### src/rtl/bcd_pkg.sv
// rtl/bcd_pkg.sv - shared types and constants for the binary-to-BCD splitter
package bcd_pkg;

  typedef enum logic {
    IDLE = 1'b0,
    CONV = 1'b1
  } state_e;

  localparam int DIGIT_W    = 4;
  localparam int ADJ_THRESH = 5;
  localparam int ADJ_ADD    = 3;

  // 64-bit so that 10^10 (largest DIGITS) is representable
  function automatic logic [63:0] pow10(input int n);
    logic [63:0] r;
    r = 64'd1;
    for (int i = 0; i < n; i++) begin
      r = r * 64'd10;
    end
    return r;
  endfunction

endpackage

### src/rtl/bcd_digit_adj.sv
// rtl/bcd_digit_adj.sv - add-3 correction applied to one BCD digit before each shift
module bcd_digit_adj
  import bcd_pkg::*;
(
  input  logic [DIGIT_W-1:0] din,
  output logic [DIGIT_W-1:0] dout
);

  always_comb begin
    dout = din;
    if (din >= DIGIT_W'(ADJ_THRESH)) begin
      dout = din + DIGIT_W'(ADJ_ADD);
    end
  end

endmodule

### src/rtl/bcd_splitter.sv
// rtl/bcd_splitter.sv - iterative double-dabble binary to packed BCD converter, one bit per clock
module bcd_splitter
  import bcd_pkg::*;
#(
  parameter int WIDTH  = 8,
  parameter int DIGITS = 3
) (
  input  logic                clk,
  input  logic                rst,
  input  logic                start,
  input  logic [WIDTH-1:0]    bin_i,
  output logic                busy,
  output logic                done,
  output logic [4*DIGITS-1:0] bcd_o,
  output logic                ovf
);

  localparam int          CNT_W     = $clog2(WIDTH + 1);
  localparam int          BCD_W     = DIGIT_W * DIGITS;
  localparam logic [63:0] OVF_LIMIT = pow10(DIGITS);

  state_e             state_q, state_d;
  logic [WIDTH-1:0]   sh_q, sh_d;
  logic [BCD_W-1:0]   acc_q, acc_d;
  logic [CNT_W-1:0]   cnt_q, cnt_d;
  logic               ovf_hold_q, ovf_hold_d;
  logic [BCD_W-1:0]   bcd_q, bcd_d;
  logic               ovf_q, ovf_d;
  logic               done_q, done_d;

  logic [BCD_W-1:0]   acc_adj;
  logic [BCD_W-1:0]   acc_shifted;
  logic [63:0]        bin_ext;
  logic               last_iter;

  for (genvar g = 0; g < DIGITS; g++) begin : g_adj
    bcd_digit_adj u_adj (
      .din  (acc_q[g*DIGIT_W +: DIGIT_W]),
      .dout (acc_adj[g*DIGIT_W +: DIGIT_W])
    );
  end

  // Shifting out the top bit of the top digit drops the decimal carry, so the
  // accumulator naturally holds the value modulo 10^DIGITS.
  assign acc_shifted = {acc_adj[BCD_W-2:0], sh_q[WIDTH-1]};
  assign bin_ext     = 64'(bin_i);
  assign last_iter   = (cnt_q == CNT_W'(1));

  always_ff @(posedge clk) begin
    if (rst) begin
      state_q <= IDLE;
    end else begin
      state_q <= state_d;
    end
  end

  always_comb begin
    state_d = state_q;
    case (state_q)
      IDLE:    if (start) state_d = CONV;
      CONV:    if (last_iter) state_d = IDLE;
      default: state_d = IDLE;
    endcase
  end

  always_comb begin
    busy  = (state_q == CONV);
    done  = done_q;
    bcd_o = bcd_q;
    ovf   = ovf_q;
  end

  always_comb begin
    sh_d       = sh_q;
    acc_d      = acc_q;
    cnt_d      = cnt_q;
    ovf_hold_d = ovf_hold_q;
    bcd_d      = bcd_q;
    ovf_d      = ovf_q;
    done_d     = 1'b0;
    if (state_q == IDLE) begin
      if (start) begin
        sh_d       = bin_i;
        acc_d      = '0;
        cnt_d      = CNT_W'(WIDTH);
        ovf_hold_d = (bin_ext >= OVF_LIMIT);
      end
    end else begin
      sh_d  = {sh_q[WIDTH-2:0], 1'b0};
      acc_d = acc_shifted;
      cnt_d = cnt_q - CNT_W'(1);
      if (last_iter) begin
        bcd_d  = acc_shifted;
        ovf_d  = ovf_hold_q;
        done_d = 1'b1;
      end
    end
  end

  always_ff @(posedge clk) begin
    if (rst) begin
      sh_q       <= '0;
      acc_q      <= '0;
      cnt_q      <= '0;
      ovf_hold_q <= 1'b0;
      bcd_q      <= '0;
      ovf_q      <= 1'b0;
      done_q     <= 1'b0;
    end else begin
      sh_q       <= sh_d;
      acc_q      <= acc_d;
      cnt_q      <= cnt_d;
      ovf_hold_q <= ovf_hold_d;
      bcd_q      <= bcd_d;
      ovf_q      <= ovf_d;
      done_q     <= done_d;
    end
  end

endmodule

### config.mk
export PLATFORM = sky130hd
export DESIGN_NAME = bcd_splitter
export DESIGN_NICKNAME = d
export VERILOG_FILES = /design/src/rtl/bcd_pkg.sv /design/src/rtl/bcd_digit_adj.sv /design/src/rtl/bcd_splitter.sv
export SDC_FILE = /design/constraint.sdc
export NUM_CORES = 1
export LEC_CHECK = 0
export CAP_MARGIN = 20
export CORE_ASPECT_RATIO = 0.6
export CORE_MARGIN = 2
export CORE_UTILIZATION = 53
export DETAILED_ROUTE_END_ITERATION = 6
export GPL_TIMING_DRIVEN = 0
export PLACE_DENSITY = 0.78
export RECOVER_POWER = 25
export SKIP_CTS_REPAIR_TIMING = 1
export SYNTH_ARGS = -nofsm -noshare
export SYNTH_HDL_FRONTEND = slang
export SYNTH_SLANG_ARGS = --single-unit
export TNS_END_PERCENT = 10
### constraint.sdc
create_clock -name clk -period 1.8 [get_ports clk]
set_input_delay 0.27 -clock clk [delete_from_list [all_inputs] [get_ports clk]]
set_output_delay 0.27 -clock clk [all_outputs]
set_load 0.05 [all_outputs]
==> Yosys cells after proc, flatten, opt, wreduce, memory -nomap -nowiden <==
Cells that the tools add are included.
{ "word_totals": {"in_bits": 11, "output_inout_bits": 15, "register_bits": 40, "wordCells": 37} }
{ "classes": {"order_cmp": 4, "n_mux": 13, "add_sub_neg": 4, "bitwise": 1, "reduce_logical": 5, "n_eq_ne": 1} }
{ "ops": {"columns": ["op", "count"], "rows": [
  ["12-bit 2-to-1 mux", 2],
  ["4-bit 2-to-1 mux", 4],
  ["8-bit 2-to-1 mux", 2],
  ["4-bit by 3-bit greater-or-equal comparator with 1-bit output, second input constant", 3],
  ["8-bit by 10-bit greater-or-equal comparator with 1-bit output, second input constant", 1],
  ["4-bit by 2-bit adder with 4-bit output, second input constant", 2],
  ["4-bit by 1-bit == test with 1-bit output, second input constant", 1],
  ["2-bit AND reduction", 2],
  ["2-bit OR reduction", 2],
  ["4-bit by 1-bit subtractor with 4-bit output, second input constant", 1],
  ["3-bit by 2-bit adder with 3-bit output, second input constant", 1],
  ["1-bit 2-to-1 mux", 3],
  ["3-bit 2-to-1 mux", 1],
  ["1-bit case mux with 2 select lines", 1],
  ["2-bit nonzero test", 1],
  ["1-bit inverter", 1]
]} }

==> Longest topological paths before layout <==
Gate-level depths: netlist (run 1).
{ "depth": {"ltp_word": 3, "depth_mapped": 7, "mapped_depth_nobuf": 7} }

==> By module <==
Synthesis (run 1) repeated with hierarchy kept, for this count alone.
{ "unflattened": {"hier_cells": 194, "area_unflattened_um2": 1875.5} }
{ "by_module_without_submodules": {"columns": ["mod", "seq_area_each_um2", "cells_per_inst", "area_each_um2", "instances"], "rows": [
  ["bcd_splitter", 760.7, 146, 1571.5, 1],
  ["bcd_digit_adj", 0.0, 16, 101.3, 3]
]} }

==> Worst setup path after synthesis (run 1) <==
Ideal clock, no wire load.
{ "synth_timing": {"path_kind": "flip-flop to flip-flop", "start": "register state_q (netlist: busy)", "end": "register bcd_q[1] (netlist: bcd_o[1])", "synth_period_minus_slack_ns": 1.517, "arrival_time_ns": 1.399, "slack_ns": 0.283, "setup_ns": 0.118, "t_required_ns": 1.682, "n_path_buf": 2, "stages_incl_launch_ff": 7, "cell_sequence": "dfxtp_1 buf_4 nand2_1 nor3_2 nor2_1 buf_2 o2bb2ai_1"} }
{ "synth_between": {"elab_chain_len": 1} }
{ "synth_lines": {"columns": ["item", "line_no", "text"], "rows": [
  ["start: declaration", "bcd_splitter.sv:22", "state_e state_q, state_d;"],
  ["start signal: assignment", "bcd_splitter.sv:53", "state_q <= state_d;"],
  ["2-bit AND reduction (no source line)", null, null],
  ["end signal: assignment", "bcd_splitter.sv:106", "bcd_q <= '0;"],
  ["end signal: assignment", "bcd_splitter.sv:114", "bcd_q <= bcd_d;"],
  ["end: declaration", "bcd_splitter.sv:27", "logic [BCD_W-1:0] bcd_q, bcd_d;"]
]} }
Every way passes these cells.
A chain may end at the register's enable or synchronous reset.

==> Final worst setup path (run 1) <==
{ "layout_timing": {"start": "register bcd_q[1] (netlist: bcd_o[1])", "end": "output port bcd_o[1]"} }
{ "layout_lines": {"columns": ["item", "line_no", "text"], "rows": [
  ["end: declaration", "bcd_splitter.sv:14", "output logic [4*DIGITS-1:0] bcd_o,"]
]} }
No word-level cell between the ends.

==> results of run 1 <==
-- worst paths after layout --
kind	from	end	slack [ns]	cells past startpoint
setup / recovery	bcd_o[1]	bcd_o[1]	0.10	1
setup reg to reg	busy	sh_q[7]	0.22	5
hold / removal	rst	acc_q[3]	0.29	2
hold reg to reg	bcd_o[8]	bcd_o[8]	0.46	1
-- per-stage QoR --
stage / hold WS (ns) / area (sq um) / worst slack (ns)
finish: 0.2865 / 2101 / 0.1015
global route: 0.2801 / 2101 / 0.02756
CTS: 0.2723 / 2107 / 0.08613
detailed placement: 0.4454 / 2024 / 0.1657
global placement: 0.4444 / 2024 / 0.2029
floorplan: 0.4172 / 1738 / 0.2834
-- logic make-up (layout without fill, tap and decap cells) --
logic type | Yosys count | in the layout | share of synthesized area
compound gates | 48 | 48 | 0.1944
simple gates | 47 | 47 | 0.1454
flops | 38 | 38 | 0.4377
buf+inv | 24 | 53 | 0.07055
mux | 13 | 13 | 0.07703
fa+ha+maj | 8 | 8 | 0.05760
xor+xnor | 3 | 3 | 0.01512
other cells | 1 | 1 | 0.002158
-- power groups by stage --
| stage | sequential (mW) | clock [mW] | combinational, mW |
|---|---|---|---|
| final | 0.879 | 0.565 | 0.181 |
| after global routing | 0.881 | 0.611 | 0.201 |
| after CTS | 0.878 | 0.575 | 0.182 |
| after detailed placement | 0.898 | 0 | 0.180 |
| after global placement | 0.896 | 0 | 0.173 |
| after floorplan | 0.901 | 0 | 0.118 |
-- placed cells by master, fill, tap and decap left out, drive strengths merged --
cell type,count
nor3b,9
nand2b,4
o31a,1
a22o,2
o32ai,7
nand3b,1
a31o,1
nand2,3
a311oi,1
nand3,3
buf,7
xnor2,3
mux2i,10
mux2,3
ha,8
a21oi,20
o2bb2ai,10
nor3,4
or2,1
dfxtp,38
nor2b,1
clkdlybuf4s50,23
o21ai,6
inv,12
conb,1
nor2,21
clkbuf,11
-- routing by layer --
layer | vias to the layer above | global-route usage | wire, um
li1 | 695 | - | -
met1 | 677 | 0.3071 | 1745
met2 | 40 | 0.3606 | 1750
met3 | 5 | 0.05970 | 245
met4 | 0 | 0.07602 | 33
met5 | - | 0 | 0
-- final cells by class --
type                    count  area [sq um]  share of cell area
clock buffers               6         82.58             0.03931
well taps                  45         56.30             0.02680
repair buffers             23         230.2              0.1096
inverters                  12         45.04             0.02144
flip-flops and latches     38         760.7              0.3621
multi-input cells         120         854.6              0.4068
plain buffers              12         71.32             0.03395
-- sequential cells by signal, summed over array words and instances, names as in the netlist --
signal,flops
cnt_q,4
acc_q,12
busy,1
done,1
bcd_o,12
sh_q,8
==> qor.txt, run 1 <==
Outcome = completed
CP Class = flip-flop to output port
Gr ovfl total = 0
#FFs+latches synth = 38
Tcrit/Tclk final = 0.9436
Critical Path RT = 1.53 ns
CP Capture Type = output port
Routed wire length = 3775 um
Worst-path cell chain = clkdlybuf4s50_1
First-pass GRT wire length = 6741 um
Max VDD drop = 0.0005519 V
Diodes inserted = 0
Worst-Margin Slew = 0.5663 ns
Core area = 3203 sq um
Final hold vios = 0
Ys async rst share = 0
Clock Latency Late Sink = 0.28 ns
Worst-path fanout max = 2
Nets@finish = 231
Pint = 1.233 mW
Synthesized instance count = 182
CP max-delay cell = clkdlybuf4s50_1
Flop pwr share = 0.541
# port buffers = 23
Max Slew Vio Count = 0
DP HPWL = 2731 um
Drt drc = 0
Root Driver = clkbuf_8
Final core utilization = 0.6559
H-Tree Depth = 2
FILL cells = 264
Mapped cell area = 1738 sq um
Mean Syn Cell Area = 9.549 sq um
Placed Cells = 250
Die Y = 48.36 um
Most frequent cell after synthesis = dfxtp_1
Clock network power share = 0.348
Top cell type's share of synthesized area = 0.4377
CP Buf/Inv Count = 1
Maximum clock rate = 588.7 MHz
DR vias/cell = 5.535
Layout cell share with drive strength beyond 1 = 0.1043
Startpoint Class = flip-flop
Pin count of the biggest net entering global routing = 11
Die footprint = 3768 sq um
Final setup vio count = 0
GPL Wtd Cong = 0.7682
CTS tree = yes
Combinational power share = 0.111
Net Count, Synth = 201
Area leader, netlist = dfxtp_1
# rows = 16
Slowest stage delay, CP = 0.81 ns
Power density over cell area = 773.4 nW/um^2
Initial antenna violation count = 0
Tot Pwr = 1.625 mW
Die X = 77.93 um
Clock-pin slew on the worst setup and hold paths = 0.07 ns
Global Route Usage Sum = 0.2283
# clock sinks = 38
Post-synth EDFFs = 0
Post-synthesis sequential area ratio = 0.4377
Synth top cells by count = 38 x dfxtp_1, 20 x nor2_1, 18 x a21oi_1
Final Instance Count excl. Fillers = 256
Clock buffer depth = 2
Final ANT Viol Nets = 0
Drt pass-1 iters = 4
DR vias = 1417
Cts bufs inserted = 5
Setup TNS Final = 0 ns
Area contributors post-synth = dfxtp_1 44%, ha_1 5.8%, mux2i_1 5.8%
Crit path time final = 1.699 ns
Top_reg_cell synth = dfxtp_1
Area grow syn2layout = 20.88%
Initial core utilization = 0.5426
Drt wl/cell = 14.75 um
Starting DRT DRC Count = 101
Min-Delay Path Class = primary input to flip-flop
RSZ-0062 raised after global routing = no
Final clock skew = 0.006620 ns
Top Family by Delay on Critical Path = buffers and inverters
Post-synthesis cell type count = 34
Syn. warnings = 0
CP Data Arrival Time = 1.43 ns
Maxcap violations = 0
Max-slew headroom = 0.6225
Standby leakage power = 0.7667 nW
Net switching power = 0.3915 mW
Sw frac = 0.2409
IO Pins = 26
Vias in the first global route = 1445
(Power assumes the default switching activity.)
==> run 2: changes to the inputs <==
- CORE_UTILIZATION: 53 -> 61
- CTS_CLUSTER_SIZE: not set -> 12
- DONT_BUFFER_PORTS: not set -> 1
- GPL_ROUTABILITY_DRIVEN: not set -> 0
- PLACE_DENSITY: 0.78 -> 0.77
==> qor.txt, run 2 (synthesis results as in run 1) <==
Outcome = completed (unchanged)
Drt drc = 0 (unchanged)
Startpoint Class = flip-flop (unchanged)
Worst R2R Setup Slack = 0.19 ns (was 0.22 ns)
Worst-Margin Slew = 0.5274 ns (was 0.5663 ns)
Min-Delay Path Class = primary input to flip-flop (unchanged)
Global Route Usage Sum = 0.2326 (was 0.2283)
Drt wl/cell = 15.82 um (was 14.75 um)
Sw frac = 0.2493 (was 0.2409)
Multi-input gate area = 854.6 sq um (unchanged)
Cts bufs inserted = 5 (unchanged)
Gr ovfl total = 0 (unchanged)
Routed wire length = 3512 um (was 3775 um)
Final Instance Count excl. Fillers = 222 (was 256)
Nets@finish = 208 (was 231)
WHS = 0.1427 ns (was 0.2865 ns)
Power density over cell area = 875.0 nW/um^2 (was 773.4 nW/um^2)
Cell Area, Placed = 1778 sq um (was 2024 sq um)
Die X = 72.91 um (was 77.93 um)
Root Driver = clkbuf_8 (unchanged)
First-pass GRT wire length = 5616 um (was 6741 um)
Standby leakage power = 0.7020 nW (was 0.7667 nW)
DR vias/cell = 6.050 (was 5.535)
RSZ-0062 raised after global routing = no (unchanged)
Combinational power share = 0.091 (was 0.111)
Vias in the first global route = 1297 (was 1445)
Starting DRT DRC Count = 40 (was 101)
Maximum clock rate = 619.7 MHz (was 588.7 MHz)
Clock-pin slew on the worst setup and hold paths = 0.07 ns (about the same)
Final setup vio count = 0 (unchanged)
Die footprint = 3306 sq um (was 3768 sq um)
Crit path time final = 1.614 ns (was 1.699 ns)
# rows = 14 (was 16)
Net switching power = 0.4084 mW (was 0.3915 mW)
FILL cells = 199 (was 264)
Initial antenna violation count = 0 (unchanged)
Tot Pwr = 1.638 mW (was 1.625 mW)
Max Slew Vio Count = 0 (unchanged)
Pint = 1.229 mW (was 1.233 mW)
Core area = 2610 sq um (was 3203 sq um)
Diodes inserted = 0 (unchanged)
Max VDD drop = 0.0006214 V (was 0.0005519 V)
FF+latch area = 762.0 sq um (was 760.7 sq um)
Most frequent cells in the layout = 37 x dfxtp_1, 20 x nor2_1, 18 x a21oi_1, 12 x inv_1 (was 38 x dfxtp_1, 23 x clkdlybuf4s50_1, 20 x nor2_1, 18 x a21oi_1, 12 x inv_1)
Area grow syn2layout = 7.704% (was 20.88%)
Clock buffer depth = 2 (unchanged)
Drt pass-1 iters = 4 (unchanged)
CP Class = flip-flop to flip-flop (was flip-flop to output port)
Design Area, Final = 1872 sq um (was 2101 sq um)
IO Pins = 26 (unchanged)
Initial core utilization = 0.6659 (was 0.5426)
Layout cell share with drive strength beyond 1 = 0.1474 (was 0.1043)
Flop pwr share = 0.541 (about the same)
DP HPWL = 2521 um (was 2731 um)
CP Data Arrival Time = 1.80 ns (was 1.43 ns)
Final ANT Viol Nets = 0 (unchanged)
Final clock skew = 0.008805 ns (was 0.006620 ns)
Placed Cells = 214 (was 250)
Critical Path RT = 1.98 ns (was 1.53 ns)
Max-slew headroom = 0.6479 (was 0.6225)
Most common cell after layout, fill and taps aside = dfxtp_1 (unchanged)
Clock network power share = 0.368 (was 0.348)
DR vias = 1343 (was 1417)
# port buffers = 0 (was 23)
CTS tree = yes (unchanged)
Setup TNS Final = 0 ns (unchanged)
Tcrit/Tclk final = 0.8965 (was 0.9436)
Worst-path fanout max = 5 (was 2)
Pin count of the biggest net entering global routing = 12 (was 11)
Die Y = 45.35 um (was 48.36 um)
CP Capture Type = flip-flop (was output port)
Maxcap violations = 0 (unchanged)
Final hold vios = 0 (unchanged)
# clock sinks = 38 (unchanged)
Clock Latency Late Sink = 0.29 ns (was 0.28 ns)
H-Tree Depth = 2 (unchanged)
[run 2: area by class of cell]
cell class | count | share of cell area
Tap cell | 32 | 0.02139
Multi-Input combinational cell | 120 | 0.4565
Clock inverter | 1 | 0.002674
Inverter | 12 | 0.02406
Sequential cell | 38 | 0.4071
Buffer | 12 | 0.04211
Clock buffer | 7 | 0.04612
[run 2: worst paths after layout]
check | cells past startpoint | from | to
hold reg to reg | 2 | sh_q[1] | sh_q[2]
hold / removal | 2 | bin_i[0] | sh_q[0]
setup / recovery | 6 | acc_q[4] | acc_q[6]
setup reg to reg | 6 | acc_q[4] | acc_q[6]
[run 2: layer usage]
layer  global-route usage  part of all wire
met3              0.06473             0.071
met2               0.3618              0.44
met1               0.3063              0.47
met4               0.1074             0.014
met5                    0                 0
[run 2: power by group through the flow]
| stage | logic [mW] | registers, mW | clock network [mW] |
|---|---|---|---|
| final | 0.149 | 0.886 | 0.603 |
| after global routing | 0.165 | 0.889 | 0.636 |
| after CTS | 0.148 | 0.886 | 0.601 |
| after detailed placement | 0.147 | 0.905 | 0 |
| after global placement | 0.141 | 0.904 | 0 |
| after floorplan | 0.118 | 0.901 | 0 |
[run 2: through the flow]
step / utilization / setup WS (ns)
detailed placement: 0.6812 / 0.08592
finish: 0.7172 / 0.1862
global placement: 0.6812 / 0.1156
global route: 0.7172 / 0.04597
CTS: 0.7162 / 0.07077
floorplan: - / 0.2834
[run 2: critical path, stage by stage, from the launching register on]
cell and delay, ns:
dfxtp_1 0.32, inv_1 0.12, ha_1 0.25, nand2b_1 0.11, a21oi_2 0.20, mux2_2 0.37
o32ai_1 0.14
